[config.mk]
export PLATFORM = sky130hd
export DESIGN_NAME = redun_mont_seq
export DESIGN_NICKNAME = d
export VERILOG_FILES = /design/src/rtl/redun_mont_seq.sv
export SDC_FILE = /design/constraint.sdc
export NUM_CORES = 1
export LEC_CHECK = 0
export BUFFER_PORTS_ARGS = -buffer_cell sky130_fd_sc_hd__buf_2
export CAP_MARGIN = 30
export CELL_PAD_IN_SITES_DETAIL_PLACEMENT = 1
export CELL_PAD_IN_SITES_GLOBAL_PLACEMENT = 2
export CORE_MARGIN = 1
export CORE_UTILIZATION = 36
export DETAILED_ROUTE_END_ITERATION = 10
export PLACE_DENSITY = 0.91
export SLEW_MARGIN = 0
export SYNTH_ARGS = -nofsm -noshare
export SYNTH_HDL_FRONTEND = slang
export SYNTH_SLANG_ARGS = --single-unit
[constraint.sdc]
create_clock -name i_clk -period 27.3 [get_ports i_clk]
set_input_delay 4.095 -clock i_clk [delete_from_list [all_inputs] [get_ports i_clk]]
set_output_delay 4.095 -clock i_clk [all_outputs]
set_load 0.02 [all_outputs]
[src/rtl/redun_mont_seq.sv]
// redun_mont_seq -- job sequencer for the redun_mont repeated-squaring core.
//
// Accepts one job {start value, iteration count T} on a valid/ready handshake,
// holds the core in reset, loads it, counts completed squarings on the core's
// valid pulse, captures the core result after exactly T squarings, halts the
// core and presents the result on a valid/ready output.
//
// redun0_t (the core's redundant operand form) is carried as REDUN_W bits.
//
// Optional feature macro: CHKPT_SNAP_EN (adds o_chk_val / o_chk_mul / o_chk_iter
// snapshots every 2**CHKPT_LOG2 iterations).
//
// Ports
//   i_clk, i_rst            clock, asynchronous active-high reset
//   i_job_val/o_job_rdy     job handshake; i_job_sq start value, i_job_iter T
//   i_abort                 cancel the running job (CRST/LOAD/RUN only)
//   o_res_val/i_res_rdy     result handshake; o_res_mul value after T squarings
//   o_busy                  high whenever not IDLE
//   o_core_rst/sq/val       drive redun_mont i_rst / i_sq / i_val
//   i_core_mul/i_core_val   redun_mont o_mul / o_val (one pulse per squaring)
module redun_mont_seq #(
    parameter int ITER_BITS    = 64,
    parameter int CORE_RST_CYC = 4,
    parameter int REDUN_W      = 64
`ifdef CHKPT_SNAP_EN
    ,
    parameter int CHKPT_LOG2   = 20
`endif
) (
    input  logic                 i_clk,
    input  logic                 i_rst,
    input  logic                 i_job_val,
    output logic                 o_job_rdy,
    input  logic [REDUN_W-1:0]   i_job_sq,
    input  logic [ITER_BITS-1:0] i_job_iter,
    input  logic                 i_abort,
    output logic                 o_res_val,
    input  logic                 i_res_rdy,
    output logic [REDUN_W-1:0]   o_res_mul,
    output logic                 o_busy,
    output logic                 o_core_rst,
    output logic [REDUN_W-1:0]   o_core_sq,
    output logic                 o_core_val,
    input  logic [REDUN_W-1:0]   i_core_mul,
    input  logic                 i_core_val
`ifdef CHKPT_SNAP_EN
    ,
    output logic                 o_chk_val,
    output logic [REDUN_W-1:0]   o_chk_mul,
    output logic [ITER_BITS-1:0] o_chk_iter
`endif
);

    localparam int RCW = $clog2(CORE_RST_CYC + 1);
    localparam logic [RCW-1:0] RST_LAST = RCW'(CORE_RST_CYC - 1);

    typedef enum logic [4:0] {
        IDLE = 5'b00001,
        CRST = 5'b00010,
        LOAD = 5'b00100,
        RUN  = 5'b01000,
        DONE = 5'b10000
    } state_t;

    state_t               state_r;
    state_t               state_s;
    logic [ITER_BITS-1:0] iter_tgt_r;
    logic [ITER_BITS-1:0] iter_cnt_r;
    logic [ITER_BITS-1:0] iter_nxt_s;
    logic [RCW-1:0]       rst_cnt_r;
    logic                 accept_s;
    logic                 abort_s;
    logic                 pulse_s;
    logic                 last_s;

    // Handshake, abort qualification and final-pulse detection.
    always_comb begin
        accept_s   = i_job_val && o_job_rdy;
        abort_s    = i_abort && ((state_r == CRST) || (state_r == LOAD) || (state_r == RUN));
        pulse_s    = (state_r == RUN) && i_core_val;
        // iter_cnt only ever reaches iter_tgt-1 before this compare, so it never wraps.
        iter_nxt_s = iter_cnt_r + ITER_BITS'(1);
        last_s     = pulse_s && (iter_nxt_s == iter_tgt_r);
    end

    // Next-state logic; abort takes priority over the final core pulse.
    always_comb begin
        state_s = state_r;
        case (state_r)
            IDLE: begin
                if (accept_s) begin
                    if (i_job_iter == {ITER_BITS{1'b0}}) state_s = DONE;
                    else                                 state_s = CRST;
                end else begin
                    state_s = IDLE;
                end
            end
            CRST: begin
                if (abort_s)                    state_s = IDLE;
                else if (rst_cnt_r == RST_LAST) state_s = LOAD;
                else                            state_s = CRST;
            end
            LOAD: begin
                if (abort_s) state_s = IDLE;
                else         state_s = RUN;
            end
            RUN: begin
                if (abort_s)     state_s = IDLE;
                else if (last_s) state_s = DONE;
                else             state_s = RUN;
            end
            DONE: begin
                if (i_res_rdy) state_s = IDLE;
                else           state_s = DONE;
            end
            default: state_s = IDLE;
        endcase
    end

    // State register and state-decoded outputs, registered from the next state
    // so each output is aligned with the state it belongs to.
    always_ff @(posedge i_clk or posedge i_rst) begin
        if (i_rst) begin
            state_r    <= IDLE;
            o_job_rdy  <= 1'b0;
            o_busy     <= 1'b0;
            o_core_rst <= 1'b1;
            o_core_val <= 1'b0;
            o_res_val  <= 1'b0;
        end else begin
            state_r    <= state_s;
            o_job_rdy  <= (state_s == IDLE);
            o_busy     <= (state_s != IDLE);
            o_core_rst <= !((state_s == LOAD) || (state_s == RUN));
            o_core_val <= (state_s == LOAD);
            o_res_val  <= (state_s == DONE);
        end
    end

    // Core reset hold counter; counts cycles spent in CRST.
    always_ff @(posedge i_clk or posedge i_rst) begin
        if (i_rst) begin
            rst_cnt_r <= {RCW{1'b0}};
        end else if (state_r == CRST) begin
            rst_cnt_r <= rst_cnt_r + RCW'(1);
        end else begin
            rst_cnt_r <= {RCW{1'b0}};
        end
    end

    // Job latch, iteration counting and result capture.
    always_ff @(posedge i_clk or posedge i_rst) begin
        if (i_rst) begin
            o_core_sq  <= {REDUN_W{1'b0}};
            o_res_mul  <= {REDUN_W{1'b0}};
            iter_tgt_r <= {ITER_BITS{1'b0}};
            iter_cnt_r <= {ITER_BITS{1'b0}};
        end else if (accept_s) begin
            // o_core_sq stays put until the next accept: the core samples it late.
            o_core_sq  <= i_job_sq;
            iter_tgt_r <= i_job_iter;
            iter_cnt_r <= {ITER_BITS{1'b0}};
            if (i_job_iter == {ITER_BITS{1'b0}}) begin
                o_res_mul <= i_job_sq;
            end else begin
                o_res_mul <= o_res_mul;
            end
        end else if (pulse_s && !abort_s) begin
            iter_cnt_r <= iter_nxt_s;
            if (last_s) begin
                o_res_mul <= i_core_mul;
            end else begin
                o_res_mul <= o_res_mul;
            end
        end else begin
            iter_cnt_r <= iter_cnt_r;
        end
    end

`ifdef CHKPT_SNAP_EN
    logic chk_hit_s;

    // Checkpoint on every 2**CHKPT_LOG2-th squaring except the final one.
    always_comb begin
        chk_hit_s = pulse_s && !abort_s && !last_s &&
                    (iter_nxt_s[CHKPT_LOG2-1:0] == {CHKPT_LOG2{1'b0}});
    end

    // Checkpoint snapshot registers; o_chk_val is a one-cycle pulse.
    always_ff @(posedge i_clk or posedge i_rst) begin
        if (i_rst) begin
            o_chk_val  <= 1'b0;
            o_chk_mul  <= {REDUN_W{1'b0}};
            o_chk_iter <= {ITER_BITS{1'b0}};
        end else if (chk_hit_s) begin
            o_chk_val  <= 1'b1;
            o_chk_mul  <= i_core_mul;
            o_chk_iter <= iter_nxt_s;
        end else begin
            o_chk_val  <= 1'b0;
        end
    end
`endif

endmodule

==> run_results.csv, run 1 <==
group,metric,value,unit
synth,synthMuxAreaShare,0.00457,
cts,ctsResizeCount,0,
cts,htree_levels,2,
synth,syn_area_per_cell,8.81,µm²
synth,yosys_warnings,0,
synth,synthFlopType,"dfrtp_1",
floorplan,die_area,43400,µm²
synth,synth_adder_area_share,0.00245,
timing,fmax,0.144,GHz
timing,setup_ws,20.36,ns
cts,cts_setup_buffers,0,
global_route,overflow,0,
floorplan,core.rowCount,75,
timing,period_minus_slack,6.94,ns
setup_path,critical_path_class,"input port to flop",
outcome,status,"finished clean",
cts,clock_path_buffers,3,
synth,netlist_area,15300,µm²
setup_path,critPathMaxFanout,56,
floorplan,core_area,41900,µm²
pwr,power_leakage,0.00873,µW
cts,cts_root_buf,"clkbuf_16",
layout,utilization,0.440,
global_route,grt_start_max_net_pins,134,
layout,layout_commonest_cell,"nand2_1",
placed_design,dp_slack,19.63,ns
synth,syn_nets,1942,
flow_run,max_cap_viol_count,0,
timing,grt_setup_unrepaired,"false",
synth,ys_seq_elements,269,
synth,synth-async-reset-ratio,1.00,
synth,synth_compound_area_frac,0.139,
setup_path,crit_path_end_kind,"flop",
timing,whs,0.445,ns
layout,layout-drive-gt1-share,0.282,
cts,postCtsHoldBufs,0,
timing,relSlewSlack,0.343,
floorplan,die_w,208,µm
synth,synth-xor-area-share,0.0702,
setup_path,crit_end,"o_res_mul[43]",
detailed_routing,vias_per_cell,5.53,
cts,cts_buffers,34,
setup_path,crit_required,27.77,ns
timing,hold_viol,0,
cts,cts_tree,"built",
placed_design,dp_hpwl,42900,µm
detailed_routing,drc,0,
pwr,p_per_area,71.5,nW/µm²
synth,synth-simple-area-share,0.289,
setup_path,reg2reg_slack,22.89,ns
synth,synthDistinctLibCells,70,
floorplan,die_h,208,µm
cts,cts.sinks,269,
layout,final_cell_mix,"nand2_1 (432), buf_2 (330), dfrtp_1 (267), inv_1 (75), nor2_1 (74)",
global_route,antenna_found_initial,12,
detailed_routing,first_pass_iters,5,
timing,drv_slew,0,
cts,clk_pin_slew,0.06,ns
placed_design,routabilityCongestion,0.934,
global_route,grt_pass1_vias,15000,
setup_path,rr_startpoint,"iter_cnt_r[5]",
detailed_routing,wl,58300,µm
placed_design,dp_cells,2503,
synth,synth_edf_count,0,
setup_path,startpoint,"i_job_iter[28]",
pwr,irDropWorstVdd,0.0000479,V
detailed_routing,drt-initial-drc-count,858,
setup_path,reg2reg_depth,11,
setup_path,start_kind,"input port",
timing,min_period_over_period,0.254,
synth,ys_seq_area_frac,0.439,
synth,netlist_instances,1741,
cts,clock_latency,0.56,ns
detailed_routing,wl_per_cell,22.7,µm
timing,skew,0.0274,ns
detailed_routing,vias,14200,
worst_hold_path,hp-class,"flop to flop",
floorplan,initial_core_util,0.366,
layout,syn2layout_area_growth,20.3,%
global_route,grt_pass1_wl,90300,µm
layout,num-nets-final,2203,
global_route,grtUsageTotal,0.268,
timing,setup_violations,0,
detailed_routing,ant_nets,0,
floorplan,io_pins,331,
timing,worstMarginPinSlew,0.985,ns
timing,tns,0,ns
setup_path,arrival,7.41,ns
synth,synth_top_family_by_area,"simple AND/OR/NAND/NOR gates",
placed_design,port_buffers,330,
setup_path,r2r_end,"o_res_mul[43]",
layout,layout.cells.non_filler,2568,
## cells by family (layout without fill, tap and decap cells)
kind of cell | count (synthesis) | in the layout
fa+ha+maj | 3 | 3
flops | 269 | 269
compound gates | 256 | 256
other cells | 0 | 4
mux | 7 | 7
buf+inv | 199 | 483
simple gates | 884 | 884
xor+xnor | 123 | 123
## registers in the layout, indices dropped and copies added, names as in the netlist, 3 cells and up
register and count:
iter_cnt_r 64, iter_tgt_r 64, o_core_sq 64, o_res_mul 64, rst_cnt_r 3, state_r 5
## cell type report
type | count | area (µm²)
Antenna cell | 4 | 10.0
Fill cell | 4951 | 23500
Inverter | 76 | 293
Sequential cell | 269 | 6730
Timing Repair Buffer | 348 | 1860
Multi-Input combinational cell | 1273 | 7760
Clock inverter | 10 | 128
Tap cell | 539 | 674
Clock buffer | 49 | 1010
## through the flow
stage               cell area, µm²  power (µW)
floorplan                    15300         724
global placement             17200         848
detailed placement           17300         859
CTS                          18400        1330
global route                 18500        1380
finish                       18500        1320
## critical path, cell delays in order
cell and delay [ns]:
buf_2 0.11, nor4_1 0.60, nand4_1 0.37, nor4_1 0.81
nand2_2 0.43, inv_1 0.21, a41oi_4 0.04, buf_4 0.24
buf_16 0.23, a21oi_2 0.20
## Yosys cell counts (4+ instances only)
| cell | count | area, µm² |
|---|---|---|
| nand2_1 | 434 | 1630 |
| dfrtp_1 | 267 | 6680 |
| inv_1 | 76 | 285 |
| nor2_1 | 74 | 278 |
| clkbuf_1 | 68 | 255 |
| or2_2 | 66 | 413 |
| xnor2_1 | 62 | 543 |
| a21oi_1 | 61 | 305 |
| xor2_1 | 61 | 534 |
| nand4_1 | 52 | 325 |
| a21oi_2 | 43 | 377 |
| buf_2 | 42 | 210 |
| o21ai_0 | 40 | 200 |
| or3_1 | 40 | 250 |
| nor4_1 | 38 | 238 |
| o41ai_2 | 38 | 618 |
| nand3_1 | 36 | 180 |
| o41ai_1 | 26 | 228 |
| nor3_1 | 23 | 115 |
| and4_1 | 21 | 184 |
| and3_1 | 16 | 100 |
| and2_1 | 13 | 81.3 |
| or4_1 | 12 | 90.1 |
| nor2b_1 | 8 | 50.1 |
| a31oi_1 | 7 | 43.8 |
| mux2i_1 | 7 | 70.1 |
| nand2b_1 | 7 | 43.8 |
| nand3b_1 | 7 | 52.6 |
| nand4_2 | 7 | 87.6 |
| nor3b_1 | 7 | 52.6 |
| buf_6 | 6 | 67.6 |
| nand4b_1 | 5 | 43.8 |
| buf_4 | 4 | 30.0 |
| o31a_1 | 4 | 35.0 |
| o31ai_1 | 4 | 30.0 |
## metal layers
layer  routed length [µm]  GRT usage  part of all wire
met2                29000      0.462              0.50
met4                 1630     0.0876             0.028
met3                 3600     0.0592             0.062
met5                   70          0            0.0012
met1                24000      0.332              0.41
## worst min-delay path by stage
stage | start | endpoint | depth (start not counted)
final | rst_cnt_r[0] | rst_cnt_r[0] | 1
after detailed placement | rst_cnt_r[0] | rst_cnt_r[0] | 1
after floorplan | rst_cnt_r[0] | rst_cnt_r[0] | 1
after global placement | rst_cnt_r[0] | rst_cnt_r[0] | 1
after global routing | rst_cnt_r[0] | rst_cnt_r[0] | 1
after CTS | rst_cnt_r[0] | rst_cnt_r[0] | 1
## power breakdown
part           switching, µW  leakage (µW)  total [µW]  internal, µW
logic                    220       0.00498         332           112
registers               57.8       0.00319         525           467
clock network            187      0.000554         463           277
Note: power is estimated with default switching activity, not from simulation.
==> run 2: changes to the inputs <==
--- a/config.mk
+++ b/config.mk
@@ -10,9 +10,9 @@
 export CELL_PAD_IN_SITES_DETAIL_PLACEMENT = 1
 export CELL_PAD_IN_SITES_GLOBAL_PLACEMENT = 2
 export CORE_MARGIN = 1
-export CORE_UTILIZATION = 36
+export CORE_UTILIZATION = 33
 export DETAILED_ROUTE_END_ITERATION = 10
-export PLACE_DENSITY = 0.91
+export PLACE_DENSITY = 0.85
 export SLEW_MARGIN = 0
 export SYNTH_ARGS = -nofsm -noshare
 export SYNTH_HDL_FRONTEND = slang
==> constraint.sdc (replaced) <==
create_clock -name i_clk -period 6.5 [get_ports i_clk]
set_input_delay 0.975 -clock i_clk [delete_from_list [all_inputs] [get_ports i_clk]]
set_output_delay 0.975 -clock i_clk [all_outputs]
set_load 0.02 [all_outputs]
==> run_results.csv, run 2 (synthesis gave the netlist of run 1 again) <==
group,metric,value,unit
outcome,status,"finished clean",
timing,drv_slew,0,
setup_path,rr_startpoint,"iter_cnt_r[47]",
timing,fmax,0.236,GHz
cts,clock_latency,0.54,ns
detailed_routing,wl_per_cell,22.2,µm
cts,clock_path_buffers,3,
detailed_routing,vias,14000,
setup_path,reg2reg_depth,11,
placed_design,dp_cells,2567,
cts,cts_buffers,34,
timing,grt_setup_unrepaired,"false",
global_route,overflow,0,
global_route,grt_pass1_vias,14800,
setup_path,crit_path_end_kind,"flop",
setup_path,critical_path_class,"flop to flop",
floorplan,die_h,218,µm
pwr,power_leakage,0.00872,µW
floorplan,io_pins,331,
detailed_routing,drc,0,
pwr,p_per_area,296,nW/µm²
floorplan,die_w,218,µm
global_route,grt_start_max_net_pins,138,
cts,postCtsHoldBufs,0,
detailed_routing,drt-initial-drc-count,812,
layout,utilization,0.406,
layout,layout_commonest_cell,"nand2_1",
global_route,grtUsageTotal,0.246,
cts,cts_setup_buffers,0,
timing,tns,0,ns
floorplan,core.rowCount,78,
setup_path,r2r_end,"o_res_mul[37]",
detailed_routing,first_pass_iters,4,
detailed_routing,ant_nets,0,
placed_design,port_buffers,330,
timing,skew,0.0261,ns
placed_design,dp_slack,2.11,ns
timing,hold_viol,0,
global_route,grt_pass1_wl,89900,µm
cts,ctsResizeCount,0,
timing,setup_violations,0,
cts,cts.sinks,269,
cts,htree_levels,2,
pwr,irDropWorstVdd,0.000178,V
placed_design,routabilityCongestion,0.891,
timing,period_minus_slack,4.24,ns
timing,setup_ws,2.26,ns
timing,worstMarginPinSlew,0.993,ns
timing,min_period_over_period,0.652,
setup_path,crit_end,"o_res_mul[37]",
placed_design,dp_hpwl,43800,µm
setup_path,reg2reg_slack,2.26,ns
cts,clk_pin_slew,0.06,ns
layout,layout-drive-gt1-share,0.284,
detailed_routing,wl,58300,µm
layout,num-nets-final,2204,
setup_path,crit_required,6.91,ns
detailed_routing,vias_per_cell,5.32,
layout,syn2layout_area_growth,20.6,%
global_route,antenna_found_initial,13,
setup_path,arrival,4.65,ns
layout,layout.cells.non_filler,2632,
layout,nFillCells,5405,
setup_path,critPathMaxFanout,36,
floorplan,initial_core_util,0.337,
setup_path,startpoint,"iter_cnt_r[47]",
cts,cts_root_buf,"clkbuf_16",
setup_path,start_kind,"flop",
layout,final_cell_mix,"nand2_1 (432), buf_2 (331), dfrtp_1 (267), inv_1 (75), nor2_1 (74)",
worst_hold_path,hp-class,"input port to async pin",
flow_run,max_cap_viol_count,0,
floorplan,die_area,47400,µm²
cts,cts_tree,"built",
floorplan,core_area,45600,µm²
timing,relSlewSlack,0.332,
## run 2: power breakdown
part	switching (µW)	total, µW	internal (µW)
logic	917	1380	467
registers	247	2210	1960
clock network	764	1880	1120
## run 2: routing by layer
metal  track usage  routed length (µm)
met4        0.0549                1080
met1         0.315               25200
met2         0.414               28400
met3        0.0629                3550
met5             0                  92
## run 2: per-stage QoR
step	total power, µW	hold slack [ns]	cell area (µm²)
global placement	3580	0.421	17300
CTS	5540	0.406	18500
global route	5760	0.434	18500
floorplan	3040	0.410	15300
detailed placement	3610	0.429	17400
finish	5480	0.424	18500
## run 2: how the worst min path moves through the flow
| stage | from | endpoint |
|---|---|---|
| finish | i_rst | o_core_sq[56] |
| global route | i_rst | o_core_sq[56] |
| global placement | rst_cnt_r[0] | rst_cnt_r[0] |
| floorplan | rst_cnt_r[0] | rst_cnt_r[0] |
| CTS | i_rst | o_core_sq[56] |
| detailed placement | rst_cnt_r[0] | rst_cnt_r[0] |
## run 2: final cells by class
type / instances / area [µm²] / share of cell area
Antenna cell: 6 / 15.0 / 0.000812
Clock buffer: 46 / 997 / 0.0539
Clock inverter: 13 / 115 / 0.00622
Multi-Input combinational cell: 1273 / 7760 / 0.419
Timing Repair Buffer: 349 / 1840 / 0.0995
Inverter: 76 / 289 / 0.0156
Sequential cell: 269 / 6730 / 0.364
Tap cell: 600 / 751 / 0.0406
## run 2: critical path: stages, from the launching register on
cell	delay, ns
dfrtp_1	0.50
nand4_2	0.29
or4_1	0.70
o31ai_1	0.41
inv_1	0.07
a2111oi_0	0.45
and3_1	0.27
nand4_1	0.45
buf_12	0.39
buf_4	0.21
o41ai_2	0.31
a21oi_1	0.07
